### src/rtl/hs_arbiter2.sv
// hs_arbiter2 -- two-requester arbiter for 4-phase (return-to-zero) handshakes.
//
// Two asynchronous requesters share a single downstream request/acknowledge
// pair. Every asynchronous input is passed through a SYNC_STAGES flip-flop
// synchronizer, and the FSM only looks at the synchronized copies. When both
// requesters ask in the same cycle, round-robin arbitration picks between them.
// If the downstream takes longer than TIMEOUT cycles for any ack_out edge, the
// FSM parks in FAULT until reset. FAULT drops every handshake output and
// raises err, which stays set.
//
// Parameters
//   TIMEOUT      cycles allowed per ack_out transition (1..65535)
//   SYNC_STAGES  synchronizer depth on req_in1/req_in2/ack_out (2..3)
// Ports
//   clk      single clock, rising edge
//   rst      asynchronous, active-high reset
//   req_in1  4-phase request from requester 1 (async)
//   ack_in1  4-phase acknowledge to requester 1 (registered)
//   req_in2  4-phase request from requester 2 (async)
//   ack_in2  4-phase acknowledge to requester 2 (registered)
//   req_out  request to the shared downstream (registered)
//   ack_out  acknowledge from the shared downstream (async)
//   grant    one-hot owner: 01 = requester 1, 10 = requester 2, 00 = none
//   err      sticky timeout flag
module hs_arbiter2 #(
  parameter int TIMEOUT     = 255,
  parameter int SYNC_STAGES = 2
) (
  input  logic       clk,
  input  logic       rst,
  input  logic       req_in1,
  output logic       ack_in1,
  input  logic       req_in2,
  output logic       ack_in2,
  output logic       req_out,
  input  logic       ack_out,
  output logic [1:0] grant,
  output logic       err
);

  typedef enum logic [2:0] {
    IDLE   = 3'd0,
    REQ_HI = 3'd1,
    ACK_HI = 3'd2,
    REQ_LO = 3'd3,
    ACK_LO = 3'd4,
    FAULT  = 3'd5
  } state_t;

  localparam logic [15:0] CNT_LAST = 16'(TIMEOUT - 1);

  // Bit 0 is the first (possibly metastable) flop, bit SYNC_STAGES-1 the output.
  logic [SYNC_STAGES-1:0] req1_sync;
  logic [SYNC_STAGES-1:0] req2_sync;
  logic [SYNC_STAGES-1:0] ack_sync;

  logic   req1_s, req2_s, ack_s;
  logic   req1_new, req2_new;
  state_t state;
  logic   last;          // 0 = requester 1 served last, 1 = requester 2
  logic [15:0] cnt;

  always_ff @(posedge clk or posedge rst) begin
    if (rst) begin
      req1_sync <= '0;
      req2_sync <= '0;
      ack_sync  <= '0;
    end else begin
      req1_sync <= {req1_sync[SYNC_STAGES-2:0], req_in1};
      req2_sync <= {req2_sync[SYNC_STAGES-2:0], req_in2};
      ack_sync  <= {ack_sync[SYNC_STAGES-2:0], ack_out};
    end
  end

  assign req1_s = req1_sync[SYNC_STAGES-1];
  assign req2_s = req2_sync[SYNC_STAGES-1];
  assign ack_s  = ack_sync[SYNC_STAGES-1];

  // A new request is only accepted when it is seen high in the last two
  // synchronizer stages. A request that was high for only one sample never
  // satisfies this, so a short glitch gets no grant. Grant latency is unchanged.
  assign req1_new = req1_sync[SYNC_STAGES-1] & req1_sync[SYNC_STAGES-2];
  assign req2_new = req2_sync[SYNC_STAGES-1] & req2_sync[SYNC_STAGES-2];

  always_ff @(posedge clk or posedge rst) begin
    if (rst) begin
      state   <= IDLE;
      req_out <= 1'b0;
      ack_in1 <= 1'b0;
      ack_in2 <= 1'b0;
      grant   <= 2'b00;
      err     <= 1'b0;
      cnt     <= 16'd0;
      last    <= 1'b1;
    end else begin
      case (state)
        IDLE: begin
          // On a tie, requester 1 wins only if requester 2 was served last.
          if (req1_new && (!req2_new || last)) begin
            grant   <= 2'b01;
            req_out <= 1'b1;
            cnt     <= 16'd0;
            state   <= REQ_HI;
          end else if (req2_new) begin
            grant   <= 2'b10;
            req_out <= 1'b1;
            cnt     <= 16'd0;
            state   <= REQ_HI;
          end
        end
        REQ_HI: begin
          if (ack_s) begin
            ack_in1 <= grant[0];
            ack_in2 <= grant[1];
            state   <= ACK_HI;
          end else if (cnt == CNT_LAST) begin
            state   <= FAULT;
            err     <= 1'b1;
            req_out <= 1'b0;
            ack_in1 <= 1'b0;
            ack_in2 <= 1'b0;
            grant   <= 2'b00;
          end else begin
            cnt <= cnt + 16'd1;
          end
        end
        ACK_HI: begin
          if ((grant[0] && !req1_s) || (grant[1] && !req2_s)) begin
            req_out <= 1'b0;
            cnt     <= 16'd0;
            state   <= REQ_LO;
          end
        end
        REQ_LO: begin
          if (!ack_s) begin
            ack_in1 <= 1'b0;
            ack_in2 <= 1'b0;
            state   <= ACK_LO;
          end else if (cnt == CNT_LAST) begin
            state   <= FAULT;
            err     <= 1'b1;
            req_out <= 1'b0;
            ack_in1 <= 1'b0;
            ack_in2 <= 1'b0;
            grant   <= 2'b00;
          end else begin
            cnt <= cnt + 16'd1;
          end
        end
        ACK_LO: begin
          last  <= grant[1];
          grant <= 2'b00;
          state <= IDLE;
        end
        FAULT: begin
          // Only reset leaves FAULT; the outputs were already cleared on entry.
          state <= FAULT;
        end
        default: begin
          state <= IDLE;
        end
      endcase
    end
  end

endmodule
### config.mk
export PLATFORM = sky130hd
export DESIGN_NAME = hs_arbiter2
export DESIGN_NICKNAME = d
export VERILOG_FILES = /design/src/rtl/hs_arbiter2.sv
export SDC_FILE = /design/constraint.sdc
export NUM_CORES = 1
export LEC_CHECK = 0
export BUFFER_PORTS_ARGS = -buffer_cell sky130_fd_sc_hd__buf_2
export CORE_MARGIN = 1.5
export CORE_UTILIZATION = 40
export CTS_CLUSTER_DIAMETER = 30
export CTS_CLUSTER_SIZE = 30
export DETAILED_ROUTE_END_ITERATION = 16
export PLACE_DENSITY = 0.65
export SLEW_MARGIN = 0
export SYNTH_ARGS = -nofsm -noshare
export SYNTH_HDL_FRONTEND = slang
export SYNTH_SLANG_ARGS = --single-unit
export TNS_END_PERCENT = 1
### constraint.sdc
create_clock -name clk -period 1.5 [get_ports clk]
set_clock_uncertainty 0.1 [all_clocks]
set_input_delay 0.3 -clock clk [delete_from_list [all_inputs] [get_ports clk]]
set_output_delay 0.3 -clock clk [all_outputs]
set_load 0.05 [all_outputs]
==> metrics.txt, run 1 <==
clk buf depth 2; period utilization 1.16; final hold slack -0.00410 ns; first-pass GRT wire length 7400 um; Remaining DRCs 0; peak supply drop between 1 and 1.5 mV; clk sinks 32; Worst Setup End Kind register; root buf cell clkbuf_8; chip height between 60 and 70 um; leakage power 0.00110 uW; Total GRT Usage 0.222; final max-slew violation count 0; ANT nets after route 0; final hold vios 11; Starting Density 0.421; slew margin rel. 0.727; Port-buffer cells 10; synthesis warning total 0; Yosys cell types 48; sequential cell area fraction in the yosys report 0.473; GR peak layer met2; Crit Path Category reg -> reg; most common cell after layout, fill and taps aside buf_4; H-tree levels 2; CTS clk-pin slew, worst paths 0.06 ns; CTS tree yes; met3 usage 0.0526; crit path time final roughly 1.7 ns; drt pass-1 iters 4; pin count of the biggest net entering global routing 33; GRT met1 Usage 0.271; fin util 0.586; die width between 60 and 70 um; number of global-route vias before repair 1,629; ys async rst share 1.00; commonest non-fill, non-tap cells in the layout buf_4 (50), dfrtp_1 (27), o21ai_1 (16); Avg Synthesized Cell Area 9.37 um^2; layout cells sized above 1 0.407; Syn Inst Count 181; Pwr Total 3820 uW; fill count 369; required time worst endpoint 1.62 ns; Syn Nets roughly 190; drt via density roughly 5.5; clock buffer count from CTS 5; Final Routed Wirelength 4410 um; Hold/Removal Path Class in -> async; Yosys reg bits 32; Cell Area, Placed 2160 um^2; Final Cell Area approximately 2400 um^2; worst reg2reg path startpoint cnt[11]$_DFFE_PP0P_; Synth Cell Area roughly 1700 um^2; RSZ-0062 raised after global routing true; Worst Setup SP cnt[11]$_DFFE_PP0P_; Post-Place Worst Slack -0.277 ns; status finished with violations; initial antenna violation count 0; Final HPWL DP 3140 um; DIE AREA 4640 um^2; Setup Viol. Count Final 24; Crit path arrival time approximately 1.9 ns; Power Density about 1600 nW/um^2; Initial DRC Count 105; Tightest Pin Transition 0.409 ns; via count 1,617; GP Congestion 0.863; Ant. Diodes 0; FP Rows 23; I/O pin count 11; core box area 4030 um^2; ys flop type dfrtp_1; total congestion overflow 0; Startpoint Class register; DR WL/cell 15.1 um; failing checks negative hold slack, negative setup slack; net count of the finished layout 249; Layout area overhead 39.2%; grt met2 use 0.358; Max Clk Rate about 570 MHz; EDFF count, synth 0; Max-Cap Viols 0; crit-path max FO 3; setup ws final -0.242 ns; clk_lat worst skew between 0.2 and 0.3 ns
## Yosys cell counts (2+ instances only)
master,count,area share
buf_4,3,0.013
inv_1,10,0.022
a32oi_1,2,0.010
nand2_1,17,0.038
nand4_1,5,0.018
nor3_1,3,0.0089
buf_2,5,0.015
nor2_1,7,0.016
a21oi_1,13,0.038
ha_1,2,0.015
o21a_1,3,0.013
dfrtp_1,31,0.46
and3_2,2,0.0089
and3_1,3,0.011
o21ai_0,21,0.062
o21ai_1,7,0.021
a31oi_1,6,0.022
a22o_1,3,0.016
nand3_1,7,0.021
and2_1,3,0.011
## registers in the layout, summed over array words and instances, names as in the netlist, 2 cells and up
name / flops
cnt: 16
state: 3
ack_sync: 2
grant: 2
req1_sync: 2
req2_sync: 2
## metrics by stage
stage	cells	TNS [ns]
floorplan	181	-2.59
global route	293	-6.49
finish	293	-4.09
global placement	282	-4.68
CTS	290	-4.31
detailed placement	282	-5.00
## layout make-up
cell class              count  area, um^2  share of cell area
flip-flops and latches     32         807               0.342
multi-input cells         129         885               0.375
repair buffers             64         478               0.203
inverters                  10        37.5              0.0159
clock buffers               8        90.1              0.0382
well taps                  50        62.6              0.0265
## worst max-delay path, cell delays in order (launching register included)
cell and delay, ns:
dfrtp_1 0.41, nor4b_4 0.33, nand4_1 0.19, buf_4 0.18
o21a_1 0.19, o21ai_1 0.12, a22o_1 0.15
## metal layers
metal  part of all wire  routed length, um
met5                  0                  0
met4              0.024                108
met2               0.50               2190
met1               0.44               1930
met3              0.042                184
## timing repair
action | CTS | global route
endpoints found under the setup margin | 24 | 24
pin swaps | 10 | 10
setup buffers | 0 | 2
hold buffers | 0 | 1
gates cloned | 0 | 0
gates resized for setup | 18 | 13
endpoints found under the hold margin | 0 | 1
## where the power goes
group	total, uW	internal, uW	leakage, uW	switching [uW]
clock network	685	374	0.0000455	311
registers	1190	1030	0.000411	158
logic	1950	894	0.000638	1060
## logic make-up after synthesis
kind of cell,count (synthesis),share of synthesized area
simple gates,57,0.194
flops,32,0.473
mux,1,0.00664
compound gates,68,0.247
xor+xnor,1,0.00517
fa+ha+maj,2,0.0148
buf+inv,20,0.0590
## path summary, 6_finish.rpt
path / slack, ns / end / depth (start not counted)
setup / recovery: -0.24 / cnt[5]$_DFFE_PP0P_ / 6
hold / removal: -0.004 / cnt[10]$_DFFE_PP0P_ / 3
setup reg to reg: -0.24 / cnt[5]$_DFFE_PP0P_ / 6
hold reg to reg: 0.25 / ack_sync[1]$_DFF_PP0_ / 0
max in group asynchronous: 0.98 / last$_DFFE_PP1N_ / 3
min in group clk: 0.01 / req2_sync[0]$_DFF_PP0_ / 1
Power figures use the tool's default switching activity.
==> run 2, diff against run 1 <==
Settings changed: CORE_UTILIZATION 40 to 53, PLACE_DENSITY 0.65 to 0.8.
==> metrics.txt, run 2 (synthesis gave the netlist of run 1 again) <==
fin util 0.786; post-layout instance count excluding filler cells about 290; Power Density 1660 nW/um^2; I/O pin count 11; Total GRT Usage 0.303; pin count of the biggest net entering global routing 33; HP Start ack_sync[0]$_DFF_PP0_; ANT nets after route 0; number of global-route vias before repair 1,704; drt pass-1 iters 5; first-pass GRT wire length 7840 um; Max-Cap Viols 0; cell family with most CP delay simple AND/OR/NAND/NOR gates; Worst Setup End Kind register; FP Rows 20; Worst R2R End cnt[8]$_DFFE_PP0P_; Layout area overhead 41.5%; Pwr Total between 3000 and 4000 uW; core box area 3050 um^2; Buf/Inv on CP 0; Setup Viol. Count Final 25; Worst Reg-to-Reg Cells 5; Sw Ratio 0.418; Seq pwr share 0.304; most common cell after layout, fill and taps aside buf_4; area taken by multi-input logic gates 915 um^2; final max-slew violation count 0; Max Clk Rate 548 MHz; Ant. Diodes 0; RSZ-0062 raised after global routing true; worst hold endpoint ack_sync[1]$_DFF_PP0_; crit-path max FO 7; total congestion overflow 0; Top reg by flops cnt; fill count just under 200; highest-delay cell along the critical path dfrtp_1; Startpoint Class register; Initial DRC Count 137; Tightest Pin Transition roughly 0.43 ns; GP Congestion 0.887; clk_lat worst skew 0.35 ns; failing checks negative setup slack; max FFs per register 16; crit path time final ~1.8 ns; layout cells sized above 1 0.438; Port-buffer cells 10; drt via density ~6.2; via count approximately 1,800; crit path cell chain nor4b_4 -> nand4_1 -> or2_4 -> o21ai_0 -> o21ai_1; placed cell count 272; initial antenna violation count 0; WHS Path Cells 0; Power Internal 2320 uW; Clock power frac 0.167; required time worst endpoint 1.62 ns; DIE AREA between 3000 and 4000 um^2; slew margin rel. 0.714; Starting Density 0.555; net count of the finished layout 248; chip height 59.6 um; clk buf depth 2; worst reg2reg path startpoint cnt[12]$_DFFE_PP0P_; R2R setup slack -0.32 ns; Crit path arrival time 1.95 ns; H-tree levels 2; registers with the most flip-flops cnt x16, state x3; Remaining DRCs 0; DR WL/cell 18.2 um; root buf cell clkbuf_4; leakage power 0.00109 uW; clk sinks 32; commonest non-fill, non-tap cells in the layout buf_4 (45), dfrtp_1 (25), o21ai_1 (18); final hold slack between 0.2 and 0.3 ns; Crit Path Category reg -> reg; CTS clk-pin slew, worst paths 0.10 ns; clock buffer count from CTS 5; period utilization 1.22; Final HPWL DP around 3300 um; NetSw 1670 uW; Final Routed Wirelength 5210 um; final hold vios 0; peak supply drop 1.08 mV; max incr delay on CP 0.42 ns; setup ws final -0.325 ns; Comb pwr share 0.529; sequential standard cell area 810 um^2; Hold/Removal Path Class reg -> reg; CTS tree yes; die width 59.6 um; status finished with violations
## run 2: worst max path at each step
stage          slack [ns]                  end  cells after the start                 from
6_report            -0.32   cnt[8]$_DFFE_PP0P_                      5  cnt[12]$_DFFE_PP0P_
5_1_grt             -0.37   cnt[8]$_DFFE_PP0P_                      5  cnt[10]$_DFFE_PP0P_
4_1_cts             -0.31  ack_in2$_DFFE_PP0P_                      7   cnt[0]$_DFFE_PP0P_
3_5_place_dp        -0.32   cnt[0]$_DFFE_PP0P_                      8   cnt[0]$_DFFE_PP0P_
3_3_place_gp        -0.19  ack_in2$_DFFE_PP0P_                      5  cnt[11]$_DFFE_PP0P_
2_1_floorplan       -0.17  ack_in2$_DFFE_PP0P_                      6  cnt[11]$_DFFE_PP0P_
## run 2: timing repair
item	4_1_cts	5_1_grt
pin swaps	3	8
buffers inserted	1	1
setup endpoints to repair	26	26
hold buffers	4	0
gates resized for setup	15	33
hold endpoints to repair	34	0
## run 2: power groups by stage
stage / Sequential [uW] / Combinational, uW / Clock [uW]
global placement: 1160 / 1700 / 0
detailed placement: 1180 / 1770 / 0
CTS: 1180 / 1870 / 675
finish: 1210 / 2110 / 667
global route: 1220 / 2240 / 709
floorplan: 1350 / 870 / 0
## run 2: routing by layer
layer  track usage  up-vias  routed length, um  part of all wire
li1              -      791                  -                 -
met1         0.376      845               2060              0.40
met2         0.491      100               2540              0.49
met3        0.0764       25                406             0.078
met4         0.149        0                205             0.039
met5             0        -                  0                 0
## run 2: stage by stage
stage               worst slack, ns  TNS, ns  cell area (um^2)
floorplan                    -0.173    -2.59              1710
global placement             -0.195    -2.93              2120
detailed placement           -0.315    -5.12              2120
CTS                          -0.307    -4.86              2290
global route                 -0.374    -6.34              2400
finish                       -0.325    -5.25              2400
## run 2: cell type report
cell class / count / area share
inverter: 10 / 0.0156
multi-input combinational: 129 / 0.381
sequential: 32 / 0.337
clock inverter: 3 / 0.0177
tap: 44 / 0.0229
timing repair buffer: 63 / 0.210
clock buffer: 5 / 0.0156
